===== src/rtl/unary_add_seq_ctrl.sv =====
// Sequencer for a serial unary adder: expands two operand counts into thermometer streams,
// runs the adder's read then write phase, and counts dout ones. Option: UNARY_CTRL_EARLY_END_EN.
module unary_add_seq_ctrl #(
  parameter int IN_LEN  = 15,
  parameter int OUT_LEN = 20,
  parameter int CNT_W   = 5,
  parameter int RES_W   = 6
) (
  input  logic             clk,
  input  logic             rst_n,
  input  logic             start,
  input  logic             abort,
  input  logic [CNT_W-1:0] a_cnt,
  input  logic [CNT_W-1:0] b_cnt,
  output logic             busy,
  output logic             done,
  output logic [RES_W-1:0] result,
  output logic             ovf,
  output logic             add_A,
  output logic             add_B,
  output logic             add_en,
  output logic             add_rw,
  input  logic             add_dout,
  input  logic             add_C
);

  localparam int MAX_LEN = (IN_LEN > OUT_LEN) ? IN_LEN : OUT_LEN;
  localparam int IDX_W   = (MAX_LEN > 1) ? $clog2(MAX_LEN) : 1;

  typedef enum logic [1:0] {S_IDLE, S_READ, S_WRITE, S_DONE} state_t;

  state_t             state_q;
  logic [IDX_W-1:0]   idx_q;
  logic [CNT_W-1:0]   a_lat_q, b_lat_q;
  logic [RES_W-1:0]   result_q;
  logic               busy_q, done_q, ovf_q, add_a_q, add_b_q, add_en_q, add_rw_q;

  logic [CNT_W-1:0]   a_sat_d, b_sat_d;
  logic [IDX_W-1:0]   idx_inc_d;
  logic [RES_W-1:0]   result_inc_d;
  logic               read_last_d, write_last_d, early_end_d;

  always_comb begin
    a_sat_d      = (32'(a_cnt) > 32'(IN_LEN)) ? CNT_W'(IN_LEN) : a_cnt;
    b_sat_d      = (32'(b_cnt) > 32'(IN_LEN)) ? CNT_W'(IN_LEN) : b_cnt;
    idx_inc_d    = idx_q + IDX_W'(1);
    result_inc_d = (add_dout && (result_q != '1)) ? result_q + RES_W'(1) : result_q;
    read_last_d  = (32'(idx_q) == 32'(IN_LEN - 1));
    write_last_d = (32'(idx_q) == 32'(OUT_LEN - 1));
`ifdef UNARY_CTRL_EARLY_END_EN
    // A zero after at least one counted one marks the end of the adder's thermometer output.
    early_end_d  = (result_q != '0) && !add_dout;
`else
    early_end_d  = 1'b0;
`endif
  end

  // Handshake: start is sampled only in IDLE (abort in the same cycle cancels it); busy covers
  // READ and WRITE; done is a single-cycle pulse, and result/ovf stay valid until the next accepted start.
  always_ff @(posedge clk or negedge rst_n) begin
    if (!rst_n) begin
      state_q  <= S_IDLE;
      idx_q    <= '0;
      a_lat_q  <= '0;
      b_lat_q  <= '0;
      result_q <= '0;
      busy_q   <= 1'b0;
      done_q   <= 1'b0;
      ovf_q    <= 1'b0;
      add_a_q  <= 1'b0;
      add_b_q  <= 1'b0;
      add_en_q <= 1'b0;
      add_rw_q <= 1'b0;
    end else begin
      done_q <= 1'b0;
      case (state_q)
        S_IDLE: begin
          if (start && !abort) begin
            a_lat_q  <= a_sat_d;
            b_lat_q  <= b_sat_d;
            result_q <= '0;
            ovf_q    <= 1'b0;
            idx_q    <= '0;
            busy_q   <= 1'b1;
            add_en_q <= 1'b1;
            add_rw_q <= 1'b0;
            add_a_q  <= (a_sat_d != '0);
            add_b_q  <= (b_sat_d != '0);
            state_q  <= S_READ;
          end
        end
        S_READ: begin
          if (abort) begin
            state_q  <= S_IDLE;
            idx_q    <= '0;
            busy_q   <= 1'b0;
            add_en_q <= 1'b0;
            add_rw_q <= 1'b0;
            add_a_q  <= 1'b0;
            add_b_q  <= 1'b0;
          end else begin
            ovf_q <= ovf_q | add_C;
            if (read_last_d) begin
              state_q  <= S_WRITE;
              idx_q    <= '0;
              add_rw_q <= 1'b1;
              add_a_q  <= 1'b0;
              add_b_q  <= 1'b0;
            end else begin
              // Outputs are registered, so drive the stream bit for the next index.
              idx_q   <= idx_inc_d;
              add_a_q <= (32'(idx_inc_d) < 32'(a_lat_q));
              add_b_q <= (32'(idx_inc_d) < 32'(b_lat_q));
            end
          end
        end
        S_WRITE: begin
          if (abort) begin
            state_q  <= S_IDLE;
            idx_q    <= '0;
            busy_q   <= 1'b0;
            add_en_q <= 1'b0;
            add_rw_q <= 1'b0;
          end else begin
            ovf_q    <= ovf_q | add_C;
            result_q <= result_inc_d;
            if (write_last_d || early_end_d) begin
              state_q  <= S_DONE;
              idx_q    <= '0;
              done_q   <= 1'b1;
              busy_q   <= 1'b0;
              add_en_q <= 1'b0;
              add_rw_q <= 1'b0;
            end else begin
              idx_q <= idx_inc_d;
            end
          end
        end
        S_DONE:  state_q <= S_IDLE;
        default: state_q <= S_IDLE;
      endcase
    end
  end

  assign busy   = busy_q;
  assign done   = done_q;
  assign result = result_q;
  assign ovf    = ovf_q;
  assign add_A  = add_a_q;
  assign add_B  = add_b_q;
  assign add_en = add_en_q;
  assign add_rw = add_rw_q;

endmodule


===== config.mk =====
export PLATFORM = sky130hd
export DESIGN_NAME = unary_add_seq_ctrl
export DESIGN_NICKNAME = d
export VERILOG_FILES = /design/src/rtl/unary_add_seq_ctrl.sv
export SDC_FILE = /design/constraint.sdc
export NUM_CORES = 1
export LEC_CHECK = 0
export CAP_MARGIN = 0
export CORE_UTILIZATION = 62
export DETAILED_ROUTE_END_ITERATION = 16
export DONT_BUFFER_PORTS = 1
export GPL_TIMING_DRIVEN = 0
export PLACE_DENSITY = 0.89
export SYNTH_ARGS = -nofsm -noshare
export SYNTH_HDL_FRONTEND = slang
export SYNTH_SLANG_ARGS = --single-unit

===== constraint.sdc =====
create_clock -name clk -period 1.8 [get_ports clk]
set_input_delay 0.18 -clock clk [delete_from_list [all_inputs] [get_ports clk]]
set_output_delay 0.18 -clock clk [all_outputs]
set_load 0.005 [all_outputs]

# Word level (Yosys, flattened, before mapping)

Cells that the tools add are included.
W data, S select, Z words.

Bits of input ports: 16
Logic and storage cells: 90
Flip-flop bits (word level): 29
Output and inout port bits: 13

Multiplexer cells: 40
Bitwise logic cells: 1
Eq/ne operators: 13
Reductions and logical operators: 19
$add $sub $neg: 2
$lt $le $gt $ge: 4

Operator list:

| kind                  | number |
|---|---|
| $mux W5               | 7 |
| $mux W6               | 3 |
| $mux W1               | 17 |
| $pmux W5 S3           | 1 |
| $pmux W6 S2           | 1 |
| $reduce_and A4 Y1     | 3 |
| $gt A5 B4 Y1 const B  | 2 |
| $lt A5 B5 Y1          | 2 |
| $mux W2               | 5 |
| $ne A2 B2 Y1 const B  | 5 |
| $reduce_bool A5 Y1    | 2 |
| $pmux W2 S4           | 1 |
| $add A6 B1 Y6 const B | 1 |
| $ne A3 B3 Y1 const B  | 2 |
| $ne A6 B6 Y1 const B  | 1 |
| $pmux W1 S2           | 3 |
| $pmux W1 S3           | 2 |
| $reduce_and A2 Y1     | 3 |
| $reduce_and A3 Y1     | 2 |
| $reduce_bool A2 Y1    | 3 |
| $add A5 B1 Y5 const B | 1 |
| $eq A5 B4 Y1 const B  | 1 |
| $eq A5 B5 Y1 const B  | 1 |
| $eq A2 B2 Y1 const B  | 2 |
| 7 further kinds       | 8 |

# Logic depth before layout (Yosys ltp)

Depth in word-level cells: 5
Mapped depth: 8
Mapped depth without buffers: 8

# Least setup slack after synthesis

No wires, ideal clock.

Kind: reg-to-reg
Start: register state_q[0]
End: register result_q[5], in the netlist result[5]
Stages on the path, launching flop included: 8
Path buffers: 1
Slack: 0.137 ns
Data required time: 1.673 ns
Arrival: 1.536 ns
Library setup time: 0.127 ns
Period minus slack after synthesis: 1.663 ns
Cells stage by stage: dfrtp_1 > inv_1 > ha_1 > buf_2 > inv_1 > o21ai_2 > nand4_1 > mux2_1

Longest elaborated chain between the ends: 3
Elaborated cells on any way between the ends: 8
Those cells by class: eq/ne (4); mux (1); reduce/logical (3)

RTL lines:

| element                                                             | RTL line | text |
|---|---|---|
| start, declared                                                     | 32       | `state_t state_q;` |
| start signal, assigned                                              | 62       | `state_q <= S_IDLE;` |
| start signal, assigned                                              | 89       | `state_q <= S_READ;` |
| start signal, assigned                                              | 94       | `state_q <= S_IDLE;` |
| $eq A2 B2 Y1 / $logic_not A2 Y1 (equally long branches)             | 76       | `case (state_q)` |
| $ne A2 B2 Y1 (no line) / $reduce_bool A2 Y1 (equally long branches) | -        |  |
| $reduce_and A4 Y1 (no line)                                         | -        |  |
| end signal, assigned                                                | 126      | `result_q <= result_inc_d;` |
| end, declared                                                       | 35       | `logic [RES_W-1:0] result_q;` |

Several ways; a longest one is shown, not always the timed one.
A chain may end at the register's enable or synchronous reset.

# Final worst setup path

Start: register state_q[1]
End: register result_q[4], in the netlist result[4]

The elaborated chain is that of the path after synthesis.

==> metrics <==
DP HPWL=2740 µm; Synth async-reset ratio=100%; Critical Path Source Type=flip-flop; DRC viols=0; total track usage=28.3%; Seq/Total Area, Yosys=41.3%; Worst-Margin Slew=0.527 ns; worst hold start=a_cnt[2]; worst-case clock buffer depth=2; warning count from the yosys run=0; Final WS setup=-0.0405 ns; die area=0.00305 mm²; Iteration-0 DRC Markers=88; Via Count=1517; Max IR drop VDD=1.02 mV; synth-to-layout area growth=17.7%; Antenna Cells=0; Hold Path Cell Cnt=2; CTS tree=built; Worst Path Required=2.03 ns; Starting Density=68.5%; Layout Skew=0.0175 ns; Crit Path Max Fanout=10; Critical Path AT=2.07 ns; failing checks=negative setup slack; Hold Path Class=primary input to flip-flop; GRT overflow=0; die height=55.3 µm; Seq cells post-synth=29; H-tree depth=2; Rows=18; vias in the first global route=1582; Mapped Cells=183; Final Hold Fails=0; clk slew on worst S/H paths=0.11 ns; clock power share=18.5%; Synth Cell Area=0.00176 mm²; Syn Area/Cell=9.61 µm²; placed insts=213; first-pass GRT wire length=6740 µm; share of the synthesized area in the top cell type=41.3%; Reg-to-Reg End=result[4]; Max Cap Violations=0; top_reg_cell synth=dfrtp_1; Slew Viols, Final=0; FMAX=0.543 GHz; Fin Hold WS=0.0225 ns; Seq pwr share=37.9%; RSZ-0062 raised after global routing=true; syn nets=214; fin util=80.7%; die width=55.3 µm; pwr dens=1210 mW/mm²; clk_lat worst skew=0.33 ns; slew margin rel.=64.4%; status=finished, violations left; Vias per Instance=6.54; endpoint of the worst hold path=a_lat_q[2]; TritonRoute pass-1 iters=4; worst r2r src=state_q[1]; sw power=988 µW; Routed Antenna Nets=0; post-synth top area cell=dfrtp_1; R2R Setup Slk=-0.04 ns; Root Buffer=clkbuf_4; IO Port Bufs=0; final wirelength=4270 µm; gp weighted congestion=0.836; antenna violations before repair=0; Gate power share=43.6%; period utilization=102%; # setup viols final=1; path type of the worst setup path=flip-flop to flip-flop; fraction of layout cells with a size suffix above 1=21.8%; number of CTS-inserted buffers=5; Int Pwr=1520 µW; area of the core=0.00257 mm²; critical path endpoint category=flip-flop; Wirelength per Cell=18.4 µm; clock sinks=29; Leak=0.000991 µW; Synth cell types=47; Sw Ratio=39.4%; fillcell total=174; post-layout minimum cycle time=1.84 ns; Non-Filler Instances=232; Power, Total=2510 µW; largest net degree at the start of global routing=30; # nets final=232; Top Ports=29; reg2reg path depth=6; Post-synth EDFFs=0; ranking of synthesized cells by area=dfrtp_1 (41%), ha_1 (11%), o21ai_0 (3.4%)
[kinds of logic (layout without fill, tap and decap cells)]
group / Yosys count / count (layout) / synth area share (%)
compound gates: 51 / 51 / 20.5
xor+xnor: 2 / 2 / 0.996
fa+ha+maj: 15 / 15 / 10.7
buf+inv: 22 / 41 / 5.48
flops: 29 / 29 / 41.3
mux: 3 / 3 / 1.85
simple gates: 61 / 61 / 19.3
[layer usage]
metal / GRT usage [%] / wire length (µm) / vias up
li1: - / - / 693
met1: 30.9 / 1650 / 759
met2: 49.4 / 2340 / 60
met3: 9.84 / 239 / 5
met4: 12.1 / 40 / 0
met5: 0 / 0 / -
[cells in the mapped netlist, types with 3 or more instances]
cell type / number
o21ai_0: 12
a41o_1: 3
ha_1: 15
nor2_1: 15
nand2_1: 11
a31oi_1: 4
and2_1: 4
nand2b_1: 6
nand4_1: 3
nand3_1: 6
a21oi_1: 8
dfrtp_1: 29
nor3_1: 5
inv_1: 16
[critical path, stage by stage, from the launching register on]
cell and delay [ns]:
dfrtp_1 0.42, inv_1 0.10, ha_2 0.23, nand3b_4 0.16, clkbuf_1 0.43, a21oi_1 0.16, a211oi_1 0.25
[metrics by stage]
step / area [µm²] / worst slack (ns) / setup TNS (ns)
floorplan: 1760 / 0.137 / 0
global placement: 1800 / -0.0490 / -0.0788
detailed placement: 1800 / -0.138 / -0.470
CTS: 1940 / -0.0250 / -0.0639
global route: 2070 / -0.0779 / -0.253
finish: 2070 / -0.0405 / -0.0405
[sequential cells by signal, indices dropped and copies added, names as in the netlist, 2 cells and up]
| signal | cells |
|---|---|
| idx_q | 5 |
| b_lat_q | 5 |
| state_q | 2 |
| result | 6 |
| a_lat_q | 5 |
[final cells by class]
class	instances	area, µm²	area share, %
inverter	16	60.1	2.90
timing repair buffer	11	103	4.95
buffer	6	42.5	2.05
sequential	29	728	35.2
clock inverter	1	5.00	0.242
clock buffer	7	65.1	3.14
tap	30	37.5	1.81
multi-input combinational	132	1030	49.7
[placed cells by master, fill, tap and decap left out, types with 5 or more instances in the layout]
cell	instances
a21oi_1	8
buf_4	8
clkbuf_4	5
dfrtp_1	27
ha_1	10
inv_1	13
nand2_1	11
nand2b_1	6
nand3_1	6
nor2_1	15
nor3_1	5
o21ai_0	8
o21ai_1	6
[power groups by stage]
stage	registers, µW	logic (µW)	clock network (µW)
final	951	1100	463
after global routing	968	1220	493
after CTS	943	940	468
after detailed placement	958	874	0
after global placement	947	813	0
after floorplan	922	696	0
[timing repair]
item	CTS	global route
endpoints found under the setup margin	9	23
setup buffers	2	5
cloned	0	0
hold buffers	2	2
pin swaps	1	7
endpoints found under the hold margin	29	1
gates resized for setup	5	21
[how the worst max path moves through the flow]
stage                from         to  slack (ns)  cells after the start
2_1_floorplan  state_q[0]  result[5]        0.14                      7
3_3_place_gp   state_q[0]  result[5]       -0.05                      7
3_5_place_dp   state_q[0]  result[5]       -0.14                      7
4_1_cts        state_q[0]      add_B       -0.02                      5
5_1_grt        state_q[1]  result[4]       -0.08                      6
6_report       state_q[1]  result[4]       -0.04                      6
Power figures use the tool's default switching activity.
